## src/rtl/mult_div_ctrl_if.sv

```systemverilog
// Request/response bundle between the main control unit and the mult/div sequencer.
// The control side (master) issues operands; the sequencer (slave) returns status and HI/LO.
interface mult_div_ctrl_if #(
    parameter int WIDTH = 32
);
    logic             i_start;
    logic             i_op;
    logic [WIDTH-1:0] i_a;
    logic [WIDTH-1:0] i_b;
    logic             o_busy;
    logic             o_done;
    logic             o_hi_lo_write;
    logic [WIDTH-1:0] o_hi;
    logic [WIDTH-1:0] o_lo;
    logic             o_div_zero_exc;

    modport master (
        output i_start, i_op, i_a, i_b,
        input  o_busy, o_done, o_hi_lo_write, o_hi, o_lo, o_div_zero_exc
    );

    modport slave (
        input  i_start, i_op, i_a, i_b,
        output o_busy, o_done, o_hi_lo_write, o_hi, o_lo, o_div_zero_exc
    );
endinterface

```

## src/rtl/mult_div_ctrl.sv

```systemverilog
// Iterative signed multiply (radix-2 Booth) / divide (restoring on magnitudes) sequencer
// producing HI/LO one bit per cycle; divide by zero yields a one-cycle exception pulse.
module mult_div_ctrl #(
    parameter int WIDTH = 32
) (
    input  logic           clk,
    input  logic           reset,
    mult_div_ctrl_if.slave bus
);
    localparam int CNT_W = (WIDTH > 1) ? $clog2(WIDTH) : 1;

    typedef enum logic [2:0] {S_IDLE, S_MUL, S_DIV, S_FIX, S_DONE, S_EXC} state_t;

    state_t                  r_state;
    state_t                  w_next;
    logic [CNT_W-1:0]        r_cnt;
    logic signed [WIDTH:0]   r_acc_hi;
    logic [WIDTH-1:0]        r_acc_lo;
    logic signed [WIDTH:0]   r_m;
    logic                    r_q1;
    logic                    r_op;
    logic                    r_sign_a;
    logic                    r_sign_b;
    logic [WIDTH-1:0]        r_hi;
    logic [WIDTH-1:0]        r_lo;
    logic signed [WIDTH:0]   w_addend;
    logic signed [WIDTH:0]   w_sum;
    logic signed [WIDTH:0]   w_r_sh;
    logic signed [WIDTH:0]   w_trial;
    logic                    w_last;

    function automatic logic [WIDTH-1:0] neg_val(input logic [WIDTH-1:0] v);
        return ~v + 1'b1;
    endfunction

    // 0x80..0 maps to itself and is then read as an unsigned magnitude.
    function automatic logic [WIDTH-1:0] abs_val(input logic [WIDTH-1:0] v);
        return v[WIDTH-1] ? neg_val(v) : v;
    endfunction

    assign w_last = (r_cnt == CNT_W'(WIDTH - 1));

    always_comb begin
        w_addend = '0;
        case ({r_acc_lo[0], r_q1})
            2'b01:   w_addend = r_m;
            2'b10:   w_addend = -r_m;
            default: w_addend = '0;
        endcase
        w_sum   = r_acc_hi + w_addend;
        w_r_sh  = {r_acc_hi[WIDTH-1:0], r_acc_lo[WIDTH-1]};
        w_trial = w_r_sh - r_m;
    end

    always_comb begin
        w_next             = r_state;
        bus.o_busy         = 1'b0;
        bus.o_done         = 1'b0;
        bus.o_hi_lo_write  = 1'b0;
        bus.o_div_zero_exc = 1'b0;
        case (r_state)
            S_IDLE: begin
                if (bus.i_start) begin
                    if (!bus.i_op)            w_next = S_MUL;
                    else if (bus.i_b == '0)   w_next = S_EXC;
                    else                      w_next = S_DIV;
                end
            end
            S_MUL, S_DIV: begin
                bus.o_busy = 1'b1;
                if (w_last) w_next = S_FIX;
            end
            S_FIX: begin
                bus.o_busy = 1'b1;
                w_next     = S_DONE;
            end
            S_DONE: begin
                bus.o_busy        = 1'b1;
                bus.o_done        = 1'b1;
                bus.o_hi_lo_write = 1'b1;
                w_next            = S_IDLE;
            end
            S_EXC: begin
                bus.o_div_zero_exc = 1'b1;
                w_next             = S_IDLE;
            end
            default: w_next = S_IDLE;
        endcase
    end

    always_ff @(posedge clk) begin
        if (!reset) begin
            r_state <= S_IDLE;
            r_cnt   <= '0;
            r_hi    <= '0;
            r_lo    <= '0;
        end else begin
            r_state <= w_next;
            if (r_state == S_IDLE) begin
                r_cnt <= '0;
            end else if (r_state == S_MUL || r_state == S_DIV) begin
                r_cnt <= r_cnt + 1'b1;
            end
            if (r_state == S_FIX) begin
                if (!r_op) begin
                    r_hi <= r_acc_hi[WIDTH-1:0];
                    r_lo <= r_acc_lo;
                end else begin
                    r_hi <= r_sign_a ? neg_val(r_acc_hi[WIDTH-1:0]) : r_acc_hi[WIDTH-1:0];
                    r_lo <= (r_sign_a ^ r_sign_b) ? neg_val(r_acc_lo) : r_acc_lo;
                end
            end
        end
    end

    // Shared accumulator: MUL uses {P_hi(+guard), P_lo, q-1}; DIV uses {R, Q} with r_m = |b|.
    always_ff @(posedge clk) begin
        case (r_state)
            S_IDLE: begin
                if (bus.i_start) begin
                    r_op     <= bus.i_op;
                    r_q1     <= 1'b0;
                    r_acc_hi <= '0;
                    r_sign_a <= bus.i_a[WIDTH-1];
                    r_sign_b <= bus.i_b[WIDTH-1];
                    if (!bus.i_op) begin
                        r_acc_lo <= bus.i_a;
                        r_m      <= {bus.i_b[WIDTH-1], bus.i_b};
                    end else begin
                        r_acc_lo <= abs_val(bus.i_a);
                        r_m      <= {1'b0, abs_val(bus.i_b)};
                    end
                end
            end
            S_MUL: begin
                r_acc_hi <= {w_sum[WIDTH], w_sum[WIDTH:1]};
                r_acc_lo <= {w_sum[0], r_acc_lo[WIDTH-1:1]};
                r_q1     <= r_acc_lo[0];
            end
            S_DIV: begin
                if (!w_trial[WIDTH]) begin
                    r_acc_hi <= w_trial;
                    r_acc_lo <= {r_acc_lo[WIDTH-2:0], 1'b1};
                end else begin
                    r_acc_hi <= w_r_sh;
                    r_acc_lo <= {r_acc_lo[WIDTH-2:0], 1'b0};
                end
            end
            default: ;
        endcase
    end

    assign bus.o_hi = r_hi;
    assign bus.o_lo = r_lo;
endmodule

```

## src/flat_wrapper.sv

```systemverilog
// flat-port wrapper written by rule: the top's interface ports become plain ports
module mult_div_ctrl_flat 
#(
    parameter int WIDTH = 32
)
  (clk, reset, bus_i_start, bus_i_op, bus_i_a, bus_i_b, bus_o_busy, bus_o_done, bus_o_hi_lo_write, bus_o_hi, bus_o_lo, bus_o_div_zero_exc);
  mult_div_ctrl_if #(.WIDTH(WIDTH)) bus_i ();
  input  logic clk;
  input  logic reset;
  input wire logic [$bits(bus_i.i_start)-1:0] bus_i_start;
  input wire logic [$bits(bus_i.i_op)-1:0] bus_i_op;
  input wire logic [$bits(bus_i.i_a)-1:0] bus_i_a;
  input wire logic [$bits(bus_i.i_b)-1:0] bus_i_b;
  output wire logic [$bits(bus_i.o_busy)-1:0] bus_o_busy;
  output wire logic [$bits(bus_i.o_done)-1:0] bus_o_done;
  output wire logic [$bits(bus_i.o_hi_lo_write)-1:0] bus_o_hi_lo_write;
  output wire logic [$bits(bus_i.o_hi)-1:0] bus_o_hi;
  output wire logic [$bits(bus_i.o_lo)-1:0] bus_o_lo;
  output wire logic [$bits(bus_i.o_div_zero_exc)-1:0] bus_o_div_zero_exc;
  assign bus_i.i_start = bus_i_start;
  assign bus_i.i_op = bus_i_op;
  assign bus_i.i_a = bus_i_a;
  assign bus_i.i_b = bus_i_b;
  assign bus_o_busy = bus_i.o_busy;
  assign bus_o_done = bus_i.o_done;
  assign bus_o_hi_lo_write = bus_i.o_hi_lo_write;
  assign bus_o_hi = bus_i.o_hi;
  assign bus_o_lo = bus_i.o_lo;
  assign bus_o_div_zero_exc = bus_i.o_div_zero_exc;
  mult_div_ctrl #(.WIDTH(WIDTH)) u_core (.clk(clk), .reset(reset), .bus(bus_i));
endmodule
```

## config.mk

```make
export PLATFORM = sky130hd
export DESIGN_NAME = mult_div_ctrl_flat
export DESIGN_NICKNAME = d
export VERILOG_FILES = /design/src/rtl/mult_div_ctrl_if.sv /design/src/rtl/mult_div_ctrl.sv /design/src/flat_wrapper.sv
export SDC_FILE = /design/constraint.sdc
export NUM_CORES = 1
export LEC_CHECK = 0
export CORE_ASPECT_RATIO = 0.6
export CORE_MARGIN = 5
export CORE_UTILIZATION = 55
export DETAILED_ROUTE_END_ITERATION = 12
export PLACE_DENSITY = 0.77
export RECOVER_POWER = 100
export SYNTH_ARGS = -nofsm -noshare
export SYNTH_HDL_FRONTEND = slang
export SYNTH_SLANG_ARGS = --single-unit
```

## constraint.sdc

```tcl
create_clock -name clk -period 9.5 [get_ports clk]
set_clock_uncertainty 0.2 [all_clocks]
set_input_delay 1.9 -clock clk [delete_from_list [all_inputs] [get_ports clk]]
set_output_delay 1.9 -clock clk [all_outputs]
set_load 0.02 [all_outputs]
```

* Yosys cells after proc, flatten, opt, wreduce, memory -nomap -nowiden
Index checks and enable logic that the tools add are counted.
** Word-level totals
- Output and inout port bits :: 68
- Register bits after elaboration :: 174
- Bits of input ports :: 68
- Word-level logic and storage cells :: 73
** Operators by class
- Reductions and logical operators :: 12
- Bitwise operators :: 6
- Multiplexer cells :: 25
- Add/subtract/negate cells :: 8
- Equal/unequal tests :: 10
** Operator list (count)
- 32-bit 2-to-1 mux :: 9
- 32-bit by 1-bit adder with 32-bit output, second input constant :: 4
- 32-bit NOT :: 4
- 33-bit one-hot mux with 3 select lines :: 1
- 32-bit one-hot mux with 3 select lines :: 1
- 33-bit 2-to-1 mux :: 2
- 33-bit one-hot mux with 2 select lines :: 1
- 33-bit adder :: 1
- 33-bit negator :: 1
- 33-bit subtractor :: 1
- 32-bit zero test :: 1
- 3-bit 2-to-1 mux :: 4
- 3-bit one-hot mux with 3 select lines :: 1
- 2-bit AND reduction :: 4
- 3-bit by 2-bit == test with 1-bit output, second input constant :: 2
- 3-bit == test, second input constant :: 2
- 5-bit by 1-bit adder with 5-bit output, second input constant :: 1
- 5-bit == test, second input constant :: 1
- 1-bit 2-to-1 mux :: 5
- 2-bit OR reduction :: 2
- 4-bit OR reduction :: 1
- 3-bit by 1-bit == test with 1-bit output, second input constant :: 1
- 3-bit zero test :: 1
- 3-bit nonzero test :: 1
- other kinds (9) :: 9

* Longest topological paths before layout
Gate-level depths: netlist (run 1).
- Depth after elaboration :: 6
- Mapped depth :: 22
- Depth with buffers taken out :: 21

* Worst setup path after synthesis (run 1)
OpenSTA, ideal clock, no wires.
- Path type :: input port to flip-flop
- From :: input bus_i_start
- To :: register u_core.r_q1 (enable)
- Arrival time :: 6130 ps
- Buffers on the path :: 0
- Cell stages on the path :: 2
- Required time :: 8991 ps
- Setup time :: 309 ps
- Path slack :: 2861 ps
- Cells stage by stage :: nor4b_1 -> or2_2
** Between the ends
- Word-level cells in the longest chain between the ends :: 2
** RTL lines
- start, declared :: line flat_wrapper.sv:10 : input wire logic [$bits(bus_i.i_start)-1:0] bus_i_start;
- 2-bit inequality test (no source line)
- 2-bit AND reduction (no source line)
- end signal, assigned :: line mult_div_ctrl.sv:138 : r_q1 <= r_acc_lo[0];
- end, declared :: line mult_div_ctrl.sv:20 : logic r_q1;
No other way between the ends.
A chain may end at the register's enable or synchronous reset.

* Worst setup path after layout (run 1)
- From :: register u_core.r_m[1]
- To :: register u_core.r_acc_hi[30] (data pin)
** Between the ends
- Word-level cells in the longest chain between the ends :: 4
- Elaborated cells on any way between the ends :: 6
- Those cells by class :: 3 x add/sub; 3 x mux
** RTL lines
- start, declared :: line mult_div_ctrl.sv:19 : logic signed [WIDTH:0] r_m;
- start signal, assigned :: line mult_div_ctrl.sv:128 : r_m <= {bus.i_b[WIDTH-1], bus.i_b};
- start signal, assigned :: line mult_div_ctrl.sv:131 : r_m <= {1'b0, abs_val(bus.i_b)};
- 33-bit negator :: line mult_div_ctrl.sv:47 : 2'b10: w_addend = -r_m;
- 33-bit one-hot mux with 2 select lines :: line mult_div_ctrl.sv:45 : case ({r_acc_lo[0], r_q1})
- 33-bit adder :: line mult_div_ctrl.sv:50 : w_sum = r_acc_hi + w_addend;
- 33-bit one-hot mux with 3 select lines (*) :: line mult_div_ctrl.sv:118 : case (r_state)
- end signal, assigned :: line mult_div_ctrl.sv:136 : r_acc_hi <= {w_sum[WIDTH], w_sum[WIDTH:1]};
- end signal, assigned :: line mult_div_ctrl.sv:142 : r_acc_hi <= w_trial;
- end signal, assigned :: line mult_div_ctrl.sv:145 : r_acc_hi <= w_r_sh;
- end, declared :: line mult_div_ctrl.sv:17 : logic signed [WIDTH:0] r_acc_hi;
Every way passes the cells marked *; elsewhere a longest branch is shown, timed or not.

==> results of run 1 <==
==> power breakdown <==
part           switching (mW)  leakage (nW)  total [mW]  internal [mW]
clock                   0.327         0.292       0.699          0.371
combinational           0.674          4.89        1.16          0.490
sequential              0.138          1.61        1.04          0.907
total                    1.14          6.79        2.91           1.77
==> cells in the mapped netlist (59+ instances only) <==
master,number,area share
o21ai_0,138,0.050
xnor2_1,83,0.052
ha_1,73,0.066
clkbuf_1,72,0.019
nand2_1,138,0.037
a21oi_1,102,0.037
edfxtp_1,102,0.22
inv_1,62,0.017
dfxtp_1,72,0.10
xor2_1,85,0.053
nor3_1,59,0.021
nor2_1,117,0.032
==> worst max-delay path, stage by stage (launching register included) <==
cell	delay [ns]
edfxtp_1	0.41
inv_1	0.16
ha_1	0.22
or3b_1	0.43
or3_1	0.35
nor3_1	0.54
nand2_1	0.18
nor3_1	0.16
o21ai_0	0.09
a21oi_1	0.18
ha_1	0.21
and3_1	0.22
and3_1	0.16
nand3_1	0.11
a21boi_0	0.48
a31oi_1	0.23
a2111oi_0	0.89
a31oi_1	0.35
o21ai_0	0.30
xnor2_1	0.16
o22ai_1	0.11
==> metrics by stage <==
| step | hold WS, ns | setup slack (ns) | instance area [µm²] | instances |
|---|---|---|---|---|
| CTS | 0.273 | 3.26 | 16000 | 2059 |
| detailed placement | 0.264 | 3.31 | 15400 | 2027 |
| floorplan | 0.295 | 2.86 | 13900 | 1635 |
| finish | 0.269 | 3.05 | 15900 | 2059 |
| global placement | 0.254 | 3.65 | 15400 | 2027 |
| global route | 0.303 | 2.61 | 15900 | 2059 |
==> worst max-delay path by stage <==
stage | from | endpoint | slack (ns) | cells past startpoint
finish | u_core.r_m[1]$_DFFE_PP_ | u_core.r_acc_hi[30]$_DFFE_PP_ | 3.05 | 20
global route | u_core.r_m[1]$_DFFE_PP_ | u_core.r_acc_hi[30]$_DFFE_PP_ | 2.61 | 20
CTS | u_core.r_m[1]$_DFFE_PP_ | u_core.r_acc_hi[30]$_DFFE_PP_ | 3.26 | 20
detailed placement | u_core.r_m[1]$_DFFE_PP_ | u_core.r_acc_hi[30]$_DFFE_PP_ | 3.31 | 20
global placement | u_core.r_m[1]$_DFFE_PP_ | u_core.r_acc_hi[30]$_DFFE_PP_ | 3.65 | 20
floorplan | bus_i_start | u_core.r_q1$_SDFFCE_PN0P_ | 2.86 | 2
==> layer usage <==
metal  vias up  routed length [µm]  track usage
li1       6240                   -            -
met1      6410               19700        0.416
met2       540               16900        0.399
met3        55                3380       0.0581
met4         0                 828       0.0757
met5         -                   0            0
==> cell families (layout without fill, tap and decap cells) <==
kind of cell / Yosys count / in the layout
AOI/OAI and AO/OA: 523 / 523
and+or+nand+nor: 513 / 513
DFF: 174 / 174
xor gates and xnor gates: 168 / 168
buffers and inverters: 151 / 246
adders and majority gates: 76 / 76
muxes: 30 / 30
==> state kept, by name, summed over array words and instances (netlist names) <==
| signal | flops |
|---|---|
| u_core.r_sign_b | 1 |
| u_core.r_acc_hi | 33 |
| u_core.r_q1 | 1 |
| u_core.bus.o_lo | 32 |
| u_core.r_acc_lo | 32 |
| u_core.bus.o_hi | 32 |
| u_core.r_cnt | 5 |
| u_core.r_sign_a | 1 |
| u_core.r_m | 33 |
| u_core.r_state | 3 |
| u_core.r_op | 1 |
==> final cells by class <==
type                    instances  area (µm²)
inverters                      63         236
flip-flops and latches        174        4500
multi-input cells            1310        8760
repair buffers                151        1440
clock buffers                  19         475
clock inverters                13         100
fillers                      2185        9180
well taps                     329         412
==> results.json, run 1 <==
{
  "run_status": "finished with violations",
  "violations": "max-capacitance violations, max-slew violations",
  "h-tree-depth": 4,
  "synthCells": 1635,
  "drt_iter0_drc": 1402,
  "synth_top_family_by_area": "compound AO/OA/AOI/OAI gates",
  "setup_tns_ns": 0,
  "gp_congestion": 1.01,
  "synth_flop_cell": "edfxtp_1",
  "die_x_um": 215,
  "min_period_over_period": 0.679,
  "synthSimpleGateAreaFrac": 0.185,
  "io_pins": 136,
  "p_per_area_nw_per_um2": 182,
  "fin_nets": 1860,
  "path_clk_slew_ns": 0.07,
  "rr_worst_depth": 20,
  "gr-total-overflow": 0,
  "vias_per_cell": 6.43,
  "cp.required_ns": 9.43,
  "core-area_um2": 25100,
  "netlist_area_um2": 13900,
  "final_util": 0.634,
  "synth-compound-area-share": 0.249,
  "initial_core_util": 0.554,
  "tightest_slew_ns": 3.01,
  "min_path_type": "reg -> reg",
  "dr.pass1.iters": 6,
  "critPathCaptureType": "flip-flop",
  "dieArea_um2": 28700,
  "cts_root_buf": "clkbuf_16",
  "synth_cell_types": 85,
  "p_leak_nw": 6.79,
  "layout-drive-gt1-share": 0.0382,
  "synth_nets": 1778,
  "crit_fanout": 4,
  "avgSynthCellArea_um2": 8.51,
  "synthAdderAreaFrac": 0.0692,
  "diodes": 0,
  "cts_buffers": 17,
  "grt_pass1_wl_um": 65000,
  "wl_per_cell_um": 19.8,
  "rr_startpoint": "u_core.r_m[1]$_DFFE_PP_",
  "min_to": "u_core.bus.o_lo[0]$_SDFFE_PN0N_",
  "ys_ff_latch": 174,
  "fmax_ghz": 0.155,
  "arrival_ns": 6.38,
  "cts_setup_buffers": 0,
  "vias": 13200,
  "layout_common_cells": "138 x nand2_1, 138 x o21ai_0, 117 x nor2_1",
  "synthArstFlopShare": 0,
  "cts_tree": "done",
  "ir_worst_vdd_uv": 227,
  "critPathLaunchType": "flip-flop",
  "area_delta_synth_final_pct": 14.4,
  "grt_max_degree": 82,
  "ff2ff_setup_slack_ns": 3.05,
  "track_usage": 0.276,
  "rr_endpoint": "u_core.r_acc_hi[30]$_DFFE_PP_",
  "synth-seq-area-share": 0.324,
  "slew_headroom": -1.00,
  "rsz0062_at_grt": "no",
  "hold_depth": 2,
  "drc": 0,
  "io_buffer_count": 135,
  "antenna_found_initial": 0,
  "cts_resized": 0,
  "ant_nets": 0,
  "ctsHoldBuffers": 0,
  "setup-violations-final": 0,
  "hpwl_um": 30900,
  "std_cell_rows": 45,
  "drv_slew": 248,
  "hold_violations": 0,
  "synth_xor_area_frac": 0.106,
  "power_mw": 2.91,
  "die_h_um": 133,
  "clock_path_buffers": 2,
  "grt_pass1_vias": 12100,
  "cap_violations": 6,
  "synthMuxAreaShare": 0.0217,
  "ys_warn_count": 0,
  "crit_type": "reg -> reg",
  "period_needed_ns": 6.45,
  "hp-start": "u_core.bus.o_lo[0]$_SDFFE_PN0N_",
  "cts_sinks": 174,
  "insertion_delay_ns": 0.45,
  "synth_edf_count": 102,
  "wl_um": 40900
}
Power figures use the tool's default switching activity.
==> run 2: changes to the inputs <==
==> constraint.sdc (replaced) <==
create_clock -name clk -period 6.57 [get_ports clk]
set_clock_uncertainty 0.2 [all_clocks]
set_input_delay 1.314 -clock clk [delete_from_list [all_inputs] [get_ports clk]]
set_output_delay 1.314 -clock clk [all_outputs]
set_load 0.02 [all_outputs]
==> results.json, run 2 (synthesized netlist as in run 1, its figures left out) <==
{
  "hold_violations": 0,
  "violations": "max-capacitance violations, max-slew violations",
  "hpwl_um": 31400,
  "cap_violations": 4,
  "initial_core_util": 0.554,
  "fin_nets": 1865,
  "final_common_cell": "o21ai_0",
  "slew_headroom": -1.57,
  "layout-drive-gt1-share": 0.0380,
  "internal-power_mw": 2.57,
  "critPathLaunchType": "flip-flop",
  "run_status": "finished with violations",
  "gr-usage-met2": 0.403,
  "ctsHoldBuffers": 0,
  "fillers": 2174,
  "p_seq_frac": 0.360,
  "ant_nets": 0,
  "busiest_layer": "met1",
  "arrival_ns": 6.18,
  "grt_util_met3": 0.0622,
  "regArea_um2": 4500,
  "drc": 0,
  "insertion_delay_ns": 0.45,
  "min_period_over_period": 0.943,
  "grt_util_met1": 0.424,
  "layout_common_cells": "139 x o21ai_0, 138 x nand2_1, 116 x nor2_1",
  "fin_ws_ns": 0.372,
  "pre_cts_ws_ns": 0.644,
  "p_comb_frac": 0.400,
  "wl_um": 41600,
  "p_leak_nw": 6.80,
  "cts_root_buf": "clkbuf_16",
  "h-tree-depth": 4,
  "grt_pass1_wl_um": 65600,
  "diodes": 0,
  "track_usage": 0.280,
  "cts_tree": "done",
  "crit_type": "reg -> reg",
  "tightest_slew_ns": 3.85,
  "multi_input_area_um2": 8750,
  "die_h_um": 133,
  "dr.pass1.iters": 6,
  "io_pins": 136,
  "std_cell_rows": 45,
  "die_x_um": 215,
  "power.share.clock": 0.240,
  "min_path_type": "reg -> reg",
  "ir_worst_vdd_uv": 323,
  "grt_pass1_vias": 12200,
  "vias_per_cell": 6.42,
  "dieArea_um2": 28700,
  "cts_sinks": 174,
  "antenna_found_initial": 1,
  "clock_path_buffers": 2,
  "setup_tns_ns": 0,
  "gr-total-overflow": 0,
  "grt_max_degree": 88,
  "drv_slew": 177,
  "cts_setup_buffers": 0,
  "setup-violations-final": 0,
  "critPathCaptureType": "flip-flop",
  "core-area_um2": 25100,
  "p_per_area_nw_per_um2": 264,
  "io_buffer_count": 135,
  "cts_resized": 0,
  "cts_buffers": 17,
  "vias": 13300,
  "drt_iter0_drc": 1623,
  "area_delta_synth_final_pct": 14.6,
  "gp_congestion": 0.981,
  "fmax_ghz": 0.161,
  "path_clk_slew_ns": 0.07,
  "switching_share": 0.389,
  "p_sw_mw": 1.64,
  "top_regs": "u_core.r_acc_hi (33), u_core.r_m (33)",
  "crit_fanout": 4,
  "period_needed_ns": 6.20,
  "wl_per_cell_um": 20.2,
  "rsz0062_at_grt": "no",
  "cp.required_ns": 6.55
}
-- run 2: layout make-up --
cell class / instances / area share
clock buffers: 21 / 0.0289
multi-input cells: 1310 / 0.549
inverters: 63 / 0.0148
clock inverters: 11 / 0.00659
well taps: 329 / 0.0258
flip-flops and latches: 174 / 0.282
repair buffers: 156 / 0.0926
-- run 2: metal layers --
metal | wire (µm) | vias up
li1 | - | 6263
met1 | 19700 | 6349
met2 | 17200 | 570
met3 | 3760 | 75
met4 | 923 | 2
met5 | 17 | -
-- run 2: critical path, cell delays in order, from the launching register on --
cell,delay [ns]
edfxtp_1,0.41
inv_1,0.15
ha_1,0.21
or3b_1,0.46
or3_1,0.37
nor3_1,0.52
nand2_1,0.19
nor3_1,0.15
o21ai_0,0.09
a21oi_1,0.20
ha_1,0.22
and3_1,0.23
and3_1,0.17
nand3_1,0.11
a21boi_0,0.25
buf_4,0.17
a31oi_1,0.14
a2111oi_0,0.81
a31oi_1,0.34
o21ai_0,0.28
xnor2_1,0.16
o22ai_1,0.10
-- run 2: final timing paths --
path	start	to	slack, ns	depth (start not counted)
worst min register to register	u_core.bus.o_lo[13]$_SDFFE_PN0N_	u_core.bus.o_lo[13]$_SDFFE_PN0N_	0.27	2
worst max-delay path	u_core.r_m[1]$_DFFE_PP_	u_core.r_acc_hi[30]$_DFFE_PP_	0.37	21
worst max register to register	u_core.r_m[1]$_DFFE_PP_	u_core.r_acc_hi[30]$_DFFE_PP_	0.37	21
worst min-delay path	u_core.bus.o_lo[13]$_SDFFE_PN0N_	u_core.bus.o_lo[13]$_SDFFE_PN0N_	0.27	2
-- run 2: through the flow --
step	hold slack [ns]	cell area, µm²	utilization	instances	power, mW
global placement	0.257	15500	0.616	2032	3.14
finish	0.274	15900	0.635	2064	4.21
CTS	0.271	16000	0.638	2064	4.18
global route	0.300	15900	0.635	2064	4.44
floorplan	0.295	13900	-	1635	2.71
detailed placement	0.262	15500	0.616	2032	3.18
-- run 2: power groups by stage --
stage	clock network [mW]	logic [mW]	registers [mW]
global placement	0	1.62	1.52
CTS	1.01	1.67	1.50
finish	1.01	1.68	1.52
global route	1.06	1.85	1.53
detailed placement	0	1.65	1.52
floorplan	0	1.26	1.45
==> run 3: changes to the inputs <==
--- a/config.mk
+++ b/config.mk
@@ -7,9 +7,9 @@
 export LEC_CHECK = 0
 export CORE_ASPECT_RATIO = 0.6
 export CORE_MARGIN = 5
-export CORE_UTILIZATION = 55
+export CORE_UTILIZATION = 59
 export DETAILED_ROUTE_END_ITERATION = 12
-export PLACE_DENSITY = 0.77
+export PLACE_DENSITY = 0.82
 export RECOVER_POWER = 100
 export SYNTH_ARGS = -nofsm -noshare
 export SYNTH_HDL_FRONTEND = slang
==> results.json, run 3 (synthesized netlist as in run 1, its figures left out) <==
{
  "run_status": "finished with violations",
  "violations": "max-capacitance violations, max-slew violations",
  "hpwl_um": 31600,
  "dieArea_um2": 26900,
  "p_sw_mw": 1.65,
  "cts_resized": 0,
  "core-area_um2": 23100,
  "fin_ws_ns": 0.444,
  "p_per_area_nw_per_um2": 267,
  "fin_nets": 1862,
  "gp_congestion": 0.983,
  "path_clk_slew_ns": 0.07,
  "dr.pass1.iters": 5,
  "p_seq_frac": 0.357,
  "rr_endpoint": "u_core.r_acc_hi[31]$_DFFE_PP_",
  "switching_share": 0.389,
  "setup-violations-final": 0,
  "power_mw": 4.25,
  "power.share.clock": 0.247,
  "pre_cts_ws_ns": 0.604,
  "drt_iter0_drc": 1407,
  "std_cell_rows": 43,
  "fmax_ghz": 0.163,
  "track_usage": 0.303,
  "arrival_ns": 6.11,
  "period_needed_ns": 6.13,
  "rr_worst_depth": 20,
  "ctsHoldBuffers": 0,
  "grt_pass1_vias": 12000,
  "p_comb_frac": 0.396,
  "final_util": 0.688,
  "die_h_um": 129,
  "drc": 0,
  "ff2ff_setup_slack_ns": 0.44,
  "io_pins": 136,
  "top_regs": "u_core.r_acc_hi (33), u_core.r_m (33)",
  "hp-start": "u_core.bus.o_lo[13]$_SDFFE_PN0N_",
  "cp.required_ns": 6.55,
  "fillers": 1924,
  "ant_nets": 0,
  "p_leak_nw": 6.78,
  "tightest_slew_ns": 3.61,
  "diodes": 0,
  "rsz0062_at_grt": "no",
  "grt_max_degree": 88,
  "layout_common_cells": "139 x o21ai_0, 138 x nand2_1, 117 x nor2_1",
  "crit_type": "reg -> reg",
  "grt_pass1_wl_um": 65900,
  "cts_root_buf": "clkbuf_16",
  "regArea_um2": 4500,
  "hold_violations": 0,
  "area_delta_synth_final_pct": 14.4,
  "cts_tree": "done",
  "clock_path_buffers": 2,
  "ir_worst_vdd_uv": 186,
  "cts_setup_buffers": 0,
  "cts_sinks": 174,
  "setup_tns_ns": 0,
  "internal-power_mw": 2.60,
  "min_path_type": "reg -> reg",
  "vias_per_cell": 6.46,
  "min_to": "u_core.bus.o_lo[13]$_SDFFE_PN0N_",
  "wl_per_cell_um": 20.5,
  "crit_fanout": 4,
  "antenna_found_initial": 0,
  "insertion_delay_ns": 0.45,
  "cap_violations": 6,
  "critPathCaptureType": "flip-flop",
  "io_buffer_count": 135,
  "slew_headroom": -1.41,
  "drv_slew": 268,
  "h-tree-depth": 4,
  "die_x_um": 208,
  "initial_core_util": 0.602,
  "final_common_cell": "o21ai_0",
  "multi_input_area_um2": 8740,
  "gr-total-overflow": 0,
  "layout-drive-gt1-share": 0.0358,
  "hold_depth": 2,
  "cts_buffers": 17,
  "rr_startpoint": "u_core.r_m[1]$_DFFE_PP_",
  "min_period_over_period": 0.932,
  "vias": 13200,
  "wl_um": 41900,
  "critPathLaunchType": "flip-flop"
}
run 3: cell type report:
cell class	count	share of cell area
Clock inverter	13	0.00943
Sequential cell	174	0.283
Clock buffer	19	0.0278
Timing Repair Buffer	153	0.0913
Tap cell	315	0.0248
Multi-Input combinational cell	1310	0.549
Inverter	63	0.0149
run 3: worst max-delay path: stages, from the launching register on:
cell and delay, ns:
edfxtp_1 0.41, inv_1 0.15, ha_1 0.20, or3b_1 0.43, or3_1 0.36, nor3_1 0.53
nand2_1 0.18, nor3_1 0.15, o21ai_0 0.09, a21oi_1 0.17, ha_1 0.31, and3_1 0.21
a221o_1 0.31, a21oi_1 0.13, o21ai_0 0.19, a221oi_1 0.73, o31a_1 0.37, nand2_1 0.13
a211oi_1 0.31, xnor2_1 0.18, o22ai_1 0.10
run 3: worst max-delay path by stage:
| stage | startpoint | end | slack, ns |
|---|---|---|---|
| floorplan | bus_i_start | u_core.r_q1$_SDFFCE_PN0P_ | 0.52 |
| global placement | u_core.r_m[1]$_DFFE_PP_ | u_core.r_acc_hi[31]$_DFFE_PP_ | 0.85 |
| CTS | u_core.r_m[1]$_DFFE_PP_ | u_core.r_acc_hi[31]$_DFFE_PP_ | 0.59 |
| detailed placement | u_core.r_m[1]$_DFFE_PP_ | u_core.r_acc_hi[31]$_DFFE_PP_ | 0.60 |
| global route | u_core.r_m[1]$_DFFE_PP_ | u_core.r_acc_hi[30]$_DFFE_PP_ | 0.06 |
| finish | u_core.r_m[1]$_DFFE_PP_ | u_core.r_acc_hi[31]$_DFFE_PP_ | 0.44 |
run 3: power by group through the flow:
stage	sequential [mW]	clock (mW)	combinational, mW
CTS	1.50	1.06	1.66
detailed placement	1.52	0	1.64
global placement	1.52	0	1.62
global route	1.53	1.10	1.84
finish	1.52	1.05	1.68
floorplan	1.45	0	1.26
run 3: routing by layer:
layer  global-route usage  vias to the layer above  wire, µm
met4               0.0726                        0       701
met5                    0                        -         0
met1                0.472                     6285     19900
met2                0.430                      628     17100
met3               0.0592                       51      4120
li1                     -                     6251         -
run 3: metrics by stage:
stage | std cells | hold slack (ns) | area (µm²)
floorplan | 1635 | 0.295 | 13900
global placement | 2015 | 0.256 | 15400
detailed placement | 2015 | 0.267 | 15400
CTS | 2047 | 0.278 | 16000
global route | 2047 | 0.302 | 15900
finish | 2047 | 0.280 | 15900
